### src/rtl/clk_phase_monitor.sv
// Checks the 8-phase sequence produced by the clock generator. It locks once
// LOCK_PERIODS clean periods have been seen, then reports the phase index and any sequence errors.
module clk_phase_monitor #(
  parameter int LOCK_PERIODS = 2
) (
  input  logic       clk,
  input  logic       rst,
  input  logic       clk2_i,
  input  logic       clk4_i,
  input  logic       fetch_i,
  input  logic       alu_clk_i,
  output logic [2:0] phase,
  output logic       locked,
  output logic       period_start,
  output logic       err,
  output logic [7:0] err_count
);

  typedef enum logic [1:0] {HUNT, TRACK, LOCKED} state_t;

  localparam logic [3:0] P0_CODE = 4'b1001;

  state_t     state_q, state_d;
  logic [2:0] exp_q, exp_d;
  logic [3:0] good_q, good_d;
  logic [2:0] phase_q, phase_d;
  logic       locked_q, locked_d;
  logic       period_start_q, period_start_d;
  logic       err_q, err_d;
  logic [7:0] err_count_q, err_count_d;

  logic [3:0] v;
  logic       match;
  logic       anchor;

  function automatic logic [3:0] phase_code(input logic [2:0] idx);
    case (idx)
      3'd0:    phase_code = 4'b1001;
      3'd1:    phase_code = 4'b0100;
      3'd2:    phase_code = 4'b1100;
      3'd3:    phase_code = 4'b0010;
      3'd4:    phase_code = 4'b1010;
      3'd5:    phase_code = 4'b0110;
      3'd6:    phase_code = 4'b1110;
      default: phase_code = 4'b0000;
    endcase
  endfunction

  // The phase clocks are launched on negedge, so they are already stable at posedge.
  assign v      = {clk2_i, clk4_i, fetch_i, alu_clk_i};
  assign match  = (v == phase_code(exp_q));
  assign anchor = (v == P0_CODE);

  always_comb begin
    state_d        = state_q;
    exp_d          = exp_q;
    good_d         = good_q;
    phase_d        = phase_q;
    period_start_d = 1'b0;
    err_d          = 1'b0;
    err_count_d    = err_count_q;
    case (state_q)
      HUNT: begin
        if (anchor) begin
          state_d = TRACK;
          exp_d   = 3'd1;
          good_d  = 4'd0;
        end
      end
      TRACK, LOCKED: begin
        if (match) begin
          exp_d = exp_q + 3'd1;
          if (state_q == LOCKED) begin
            phase_d        = exp_q;
            period_start_d = (exp_q == 3'd0);
          end else if (exp_q == 3'd7) begin
            good_d = good_q + 4'd1;
            // Lock on the closing P7 itself, so phase already reads 7 at lock.
            if (good_q + 4'd1 == 4'(LOCK_PERIODS)) begin
              state_d = LOCKED;
              phase_d = exp_q;
            end
          end
        end else begin
          if (state_q == LOCKED) begin
            err_d = 1'b1;
            if (err_count_q != 8'hFF) err_count_d = err_count_q + 8'd1;
          end
          if (anchor) begin
            state_d = TRACK;
            exp_d   = 3'd1;
            good_d  = 4'd0;
          end else begin
            state_d = HUNT;
          end
        end
      end
      default: state_d = HUNT;
    endcase
    locked_d = (state_d == LOCKED);
  end

  always_ff @(posedge clk) begin
    if (rst) begin
      state_q        <= HUNT;
      exp_q          <= 3'd0;
      good_q         <= 4'd0;
      phase_q        <= 3'd0;
      locked_q       <= 1'b0;
      period_start_q <= 1'b0;
      err_q          <= 1'b0;
      err_count_q    <= 8'd0;
    end else begin
      state_q        <= state_d;
      exp_q          <= exp_d;
      good_q         <= good_d;
      phase_q        <= phase_d;
      locked_q       <= locked_d;
      period_start_q <= period_start_d;
      err_q          <= err_d;
      err_count_q    <= err_count_d;
    end
  end

  assign phase        = phase_q;
  assign locked       = locked_q;
  assign period_start = period_start_q;
  assign err          = err_q;
  assign err_count    = err_count_q;

endmodule
### config.mk
export PLATFORM = sky130hd
export DESIGN_NAME = clk_phase_monitor
export DESIGN_NICKNAME = d
export VERILOG_FILES = /design/src/rtl/clk_phase_monitor.sv
export SDC_FILE = /design/constraint.sdc
export NUM_CORES = 1
export LEC_CHECK = 0
export ABC_AREA = 1
export CAP_MARGIN = 20
export CORE_ASPECT_RATIO = 2
export CORE_MARGIN = 2
export CORE_UTILIZATION = 50
export DETAILED_ROUTE_END_ITERATION = 7
export PLACE_DENSITY = 0.79
export SYNTH_ARGS = -nofsm -noshare
export SYNTH_HDL_FRONTEND = slang
export SYNTH_SLANG_ARGS = --single-unit
### constraint.sdc
create_clock -name clk -period 4.05 [get_ports clk]
set_input_delay 0.405 -clock clk [delete_from_list [all_inputs] [get_ports clk]]
set_output_delay 0.405 -clock clk [all_outputs]
set_load 0.01 [all_outputs]
==> summary.log <==
qor: status.outcome completed
qor: critical_path.critPathArrivalTime 2.18 ns
qor: finish.n_antenna_cell 0
qor: run.maxCapViolations 0
qor: power_and_ir_drop.power_frac_comb 0.090
qor: routing.antenna_left 0
qor: floorplan.floorplan.die.height 81.8 um
qor: min_path.worst_hold_path_endpoint phase[2]$_SDFFE_PP0P_
qor: power_and_ir_drop.total_switching_power 0.000105 W
qor: global_routing.grt_first_pass_wirelength 5750 um
qor: cts.clk_transition_reported_paths 0.09 ns
qor: floorplan.row_cnt 28
qor: finish.ff_latch_area 460 um^2
qor: routing.firstDrtPassIters 4
qor: sta.setup_violations 0
qor: cts.tritoncts_num_sinks 23
qor: cts.cts_tree yes
qor: floorplan.coreArea 2910 um^2
qor: cts.cts_resized 0
qor: critical_path.endpoint_kind register
qor: sta.final.period_utilization 0.504
qor: finish.finish.net_count 260
qor: sta.max_slew_margin 0.638
qor: global_routing.antenna_violations_before_repair 0
qor: cts.cts_hold_repair.buffers 0
qor: synthesis.synth_nets 239
qor: floorplan.ios 20
qor: power_and_ir_drop.design_power_total 0.000414 W
qor: cts.insertion_delay 0.28 ns
qor: power_and_ir_drop.sw_share 0.253
qor: synthesis.avgSynthCellArea 6.84 um^2
qor: global_routing.pin_count_of_the_biggest_net_entering_global_routing 15
qor: critical_path.rr_endpoint err_count[7]$_SDFFE_PP0P_
qor: synthesis.synth_area_leader_cell sky130_fd_sc_hd__dfxtp_1
qor: critical_path.worstReg2RegStart state_q[1]$_SDFF_PP0_
qor: synthesis.syn_inst 221
qor: cts.tritoncts.num_buffers 3
qor: critical_path.timing.reg2reg.worst_path_depth 7
qor: synthesis.seq_area_frac_synth 0.305
qor: placement.finalWeightedCongestion 0.771
qor: finish.layout-area-overhead-vs-synth 17.2%
qor: routing.wl_per_cell 12.7 um
qor: routing.drt_iter0_markers 15
qor: min_path.whs_path_depth 2
qor: power_and_ir_drop.power_report.internal_total 0.000309 W
qor: min_path.worstHoldPathType register to register
qor: sta.number_of_hold_slack_violations_in_the_final_timing_report 0
qor: sta.worstMarginPinSlew 0.541 ns
qor: floorplan.die_area 3510 um^2
qor: sta.pins_over_slew_limit 0
qor: sta.grt_setup_unrepaired false
qor: finish.fillers 274
qor: finish.multi_input_area 937 um^2
qor: synthesis.yosys.cell_types.count 26
qor: synthesis.synth.top_cell.area_share 0.305
qor: sta.clock_skew 0.00822 ns
qor: power_and_ir_drop.leakagePower 0.812 nW
qor: critical_path.timing.critical_path.required 4.19 ns
qor: global_routing.first_global_vias 1397
qor: routing.drt-total-wl 3450 um
qor: critical_path.r2r_setup_slack 2.01 ns
qor: synthesis.syn-cell-area 1510 um^2
qor: sta.finalWorstPathRequiredPeriod 2.04 ns
qor: cts.clock_tree.htree_level_count 1
qor: synthesis.synth.area.top_cells sky130_fd_sc_hd__dfxtp_1 (30%), sky130_fd_sc_hd__nand2_1 (15%), sky130_fd_sc_hd__ha_1 (9.9%)
qor: cts.clock-root-buffer sky130_fd_sc_hd__clkbuf_8
qor: cts.post-cts-setup-buffers 0
qor: sta.timing.hold.ws 0.466 ns
qor: floorplan.initial_utilization 0.520
qor: cts.cts-root-to-sink-buffers 2
qor: routing.route.detailed.drc 0
qor: power_and_ir_drop.clock_power_share 0.359
qor: placement.dpl.hpwl 2690 um
qor: placement.portBuffers 19
qor: critical_path.crit_type register to register
qor: power_and_ir_drop.irDropWorstVdd 0.250 mV
qor: power_and_ir_drop.pwr_density_cell 234 nW/um^2
qor: global_routing.overflow 0
qor: synthesis.synthesis.yosys.warnings 0
qor: sta.achievable-frequency 490 MHz
qor: critical_path.crit_fanout 9
qor: critical_path.cp-start-kind register
qor: global_routing.grt_use_total 0.214
qor: power_and_ir_drop.sequentialPowerShare 0.551
qor: min_path.worst_hold_startpoint phase[2]$_SDFFE_PP0P_
qor: floorplan.dieWidth 42.9 um
qor: routing.route.vias.total 1452
qor: finish.drive_above_1_share 0.0705
qor: routing.vias_per_cell 5.36
qor: synthesis.postSynthRegisterBits 23
qor: sta.tns_setup 0 ns
metal layers:
layer / vias to the layer above / share of wire / global-route usage
met5: - / 0 / 0
met1: 671 / 0.38 / 0.187
met3: 7 / 0.020 / 0.0176
li1: 753 / - / -
met4: 0 / 0.028 / 0.125
met2: 21 / 0.57 / 0.442
cell families (layout without fill, tap and decap cells):
group / Yosys count / in the layout / synth area share
and+or+nand+nor: 128 / 128 / 0.396
DFF: 23 / 23 / 0.305
xor gates and xnor gates: 9 / 9 / 0.0522
adders and majority gates: 12 / 12 / 0.0993
buffers and inverters: 29 / 49 / 0.0753
AOI/OAI and AO/OA: 20 / 20 / 0.0729
state kept, by name, summed over array words and instances, names as in the netlist:
| signal | flops |
|---|---|
| err_count | 8 |
| err | 1 |
| period_start | 1 |
| locked | 1 |
| phase | 3 |
| exp_q | 3 |
| state_q | 2 |
| good_q | 4 |
Yosys cell counts, drive strengths merged:
cell type,instances
nor4,1
nand4,10
o21ai,6
nor3,2
xnor2,1
ha,12
dfxtp,23
inv,26
clkbuf,1
xor2,8
nand2,64
a31oi,1
a21boi,1
nand3b,1
nor2,29
nand3,21
a21oi,12
buf,2
layout make-up:
| class | instances | area share |
|---|---|---|
| Clock buffer | 3 | 0.0233 |
| Sequential cell | 23 | 0.260 |
| Multi-Input combinational cell | 169 | 0.529 |
| Clock inverter | 1 | 0.00282 |
| Timing Repair Buffer | 19 | 0.107 |
| Inverter | 26 | 0.0565 |
| Tap cell | 30 | 0.0212 |
power by group through the flow:
stage / Clock, W / Combinational (W) / Sequential (W)
6_report: 0.000149 / 0.0000374 / 0.000228
5_1_grt: 0.000158 / 0.0000416 / 0.000228
4_1_cts: 0.000151 / 0.0000372 / 0.000228
3_5_place_dp: 0 / 0.0000370 / 0.000233
3_3_place_gp: 0 / 0.0000364 / 0.000233
2_1_floorplan: 0 / 0.0000251 / 0.000233
how the worst max path moves through the flow:
stage | depth (start not counted) | start | slack, ns | endpoint
2_1_floorplan | 10 | exp_q[0]$_SDFFE_PP0P_ | 2.35 | phase[0]$_SDFFE_PP0P_
3_3_place_gp | 10 | alu_clk_i | 2.06 | good_q[3]$_SDFFE_PP0P_
3_5_place_dp | 10 | alu_clk_i | 2.05 | good_q[3]$_SDFFE_PP0P_
4_1_cts | 7 | state_q[1]$_SDFF_PP0_ | 2.04 | err_count[3]$_SDFFE_PP0P_
5_1_grt | 10 | exp_q[0]$_SDFFE_PP0P_ | 1.86 | good_q[3]$_SDFFE_PP0P_
6_report | 7 | state_q[1]$_SDFF_PP0_ | 2.01 | err_count[7]$_SDFFE_PP0P_
cell usage in the layout, fill, tap and decap left out, types with 3 or more instances in the layout:
master                             n
sky130_fd_sc_hd__clkdlybuf4s50_1  19
sky130_fd_sc_hd__ha_1             12
sky130_fd_sc_hd__inv_1            24
sky130_fd_sc_hd__a21oi_1          12
sky130_fd_sc_hd__nand2_2           3
sky130_fd_sc_hd__nand3_1          18
sky130_fd_sc_hd__nand4_1          10
sky130_fd_sc_hd__dfxtp_1          23
sky130_fd_sc_hd__nand2_1          60
sky130_fd_sc_hd__xor2_1            8
sky130_fd_sc_hd__nor2_1           26
sky130_fd_sc_hd__o21ai_0           6
sky130_fd_sc_hd__clkbuf_8          3
per-stage QoR:
| stage | area [um^2] | utilization | setup WS (ns) | std cells |
|---|---|---|---|---|
| finish | 1770 | 0.609 | 2.01 | 271 |
| global route | 1770 | 0.609 | 1.86 | 271 |
| CTS | 1770 | 0.609 | 2.04 | 271 |
| detailed placement | 1730 | 0.593 | 2.05 | 267 |
| global placement | 1730 | 0.593 | 2.06 | 267 |
| floorplan | 1510 | - | 2.35 | 221 |
critical path, cell delays in order (launching register included):
cell and delay [ns]:
sky130_fd_sc_hd__dfxtp_1 0.44, sky130_fd_sc_hd__inv_1 0.09, sky130_fd_sc_hd__ha_1 0.47, sky130_fd_sc_hd__inv_1 0.12, sky130_fd_sc_hd__a31oi_2 0.43, sky130_fd_sc_hd__nand3_4 0.18
sky130_fd_sc_hd__nand2_1 0.09, sky130_fd_sc_hd__a21oi_1 0.06
(Power assumes the default switching activity.)
==> RTL change, RTL diff (config.mk and constraints unchanged) <==
Re-encode `state_t` (3 states) as one-hot, 3 bits wide.
--- a/src/rtl/clk_phase_monitor.sv
+++ b/src/rtl/clk_phase_monitor.sv
@@ -18,3 +18,3 @@
 
-  typedef enum logic [1:0] {HUNT, TRACK, LOCKED} state_t;
+  typedef enum logic [2:0] {HUNT = 3'b001, TRACK = 3'b010, LOCKED = 3'b100} state_t;
 
Check against the original RTL: same outputs for any inputs over 10 cycles, from zero or initial values and one cycle with rst high; not proved beyond that.
==> RTL change against the unedited design <==
Count of clock-buffer cells in the layout stayed put. Sequential cell count is 1 higher. Total power is 1.0% lower. Final area is 6.1% lower. Final cell count is 8.5% lower. Setup slack worse by 0.21 ns. Clock skew is 0.0030 ns lower. Area after synthesis is 6.5% lower. Wire length is 11% lower. Critical path type unchanged.
==> RTL change: results (changes against the unedited design) <==
* Share of cells above drive strength 1 at 8.68% (+1.6 points)
* Peak VDD IR at 0.273 mV (+9.6%)
* Nets at 235 (-9.6%)
* GP Congestion at 0.893 (+16%)
* Distinct cell type count after synthesis at 29 (+12%)
* Pin count of the biggest net entering global routing at 19 (+4)
* Most frequent cells after synthesis: 51 x nand2_1, 24 x dfxtp_1, 23 x inv_1
* Pre-CTS setup slack at 1.73 ns (-0.321 ns)
* Switch Pwr at 0.0946 mW (-9.8%)
* Dominant cells by area after synthesis: dfxtp_1 34%, nand2_1 14%, ha_1 7.1%
* Starting DRT DRC Count at 28 (+13)
* Sequential fraction of the synthesis area at 34.0% (+3.5 points)
* Clk root buf: clkbuf_8
* Vias in the first global route at 1257 (-10%)
* Crit-path max FO at 11 (+2)
* DR WL/cell at 12.3 um (-3.1%)
* Dpl hpwl at 2.36 mm (-12%)
* FILL cells at 261 (-4.7%)
* First-pass GRT wire length at 5.03 mm (-12%)
* Status: finished, final reports clean
* P_leak at 0.691 nW (-15%)
* Clock Skew at 0.00521 ns (-0.00301 ns)
* Share of flip-flops with an asynchronous set or reset at 0% (unchanged)
* Total power at 0.410 mW (-1.0%)
* Max_slew headroom at 48.6% (-15 points)
* Worst path arrival time at 2.38 ns (+0.20 ns)
* Gr usage total at 19.6% (-1.8 points)
-- RTL change: changes by cell type after synthesis, moves of 3 or more --
| cell | before | now |
|---|---|---|
| o21ai_0 | 6 | 3 |
| nor2_1 | 26 | 19 |
| ha_1 | 12 | 8 |
| nand4_1 | 10 | 2 |
| nand2_1 | 60 | 51 |
| nand3_2 | 1 | 4 |
-- RTL change: worst paths after layout --
kind	end	start	cells after the start	slack, ns
setup / recovery	phase[2]$_SDFFE_PP0P_	exp_q[0]$_SDFFE_PP0P_	12	1.80
hold / removal	phase[1]$_SDFFE_PP0P_	phase[1]$_SDFFE_PP0P_	2	0.49
setup reg to reg	phase[2]$_SDFFE_PP0P_	exp_q[0]$_SDFFE_PP0P_	12	1.80
hold reg to reg	phase[1]$_SDFFE_PP0P_	phase[1]$_SDFFE_PP0P_	2	0.49
-- RTL change: kinds of logic (layout without fill, tap and decap cells) --
logic type,Yosys count,after routing,synth area share [%]
xor gates and xnor gates,8,8,4.96
AOI/OAI and AO/OA,25,25,11.1
and+or+nand+nor,108,108,35.2
adders and majority gates,8,8,7.08
buffers and inverters,27,46,7.70
DFF,24,24,34.0
-- RTL change: power by group through the flow --
| stage | logic, mW | clock network, mW | registers (mW) |
|---|---|---|---|
| floorplan | 0.0200 | 0 | 0.243 |
| global placement | 0.0292 | 0 | 0.244 |
| detailed placement | 0.0296 | 0 | 0.244 |
| CTS | 0.0299 | 0.142 | 0.238 |
| global route | 0.0331 | 0.153 | 0.238 |
| finish | 0.0298 | 0.142 | 0.238 |
-- RTL change: critical path, stage by stage, from the launching register on --
cell and delay [ns]:
dfxtp_1 0.40, inv_1 0.14, ha_1 0.25, nor2_1 0.19
nand3_1 0.10, nand3_1 0.10, nand3_2 0.10, nor2_4 0.20
nand2_2 0.20, inv_1 0.18, nand2_1 0.11, nand2_1 0.09
a21oi_2 0.05
-- RTL change: cell type report --
type	count	area (um2)	share of cell area, %
Tap cell	29	36.3	2.18
Clock buffer	3	41.3	2.48
Multi-Input combinational cell	149	825	49.6
Sequential cell	24	480	28.9
Timing Repair Buffer	19	190	11.4
Inverter	24	90.1	5.42
-- RTL change: routing by layer --
layer / up-vias / wire length (um) / global-route usage, %
met5: - / 0 / 0
met4: 0 / 102 / 11.3
met3: 11 / 89 / 2.73
met2: 27 / 1730 / 39.7
met1: 602 / 1130 / 17.0
li1: 681 / - / -
-- RTL change: through the flow --
step,cell area (um2),std cells
after floorplan,1410,200
after global placement,1620,245
after detailed placement,1620,245
after CTS,1660,248
after global routing,1660,248
final,1660,248
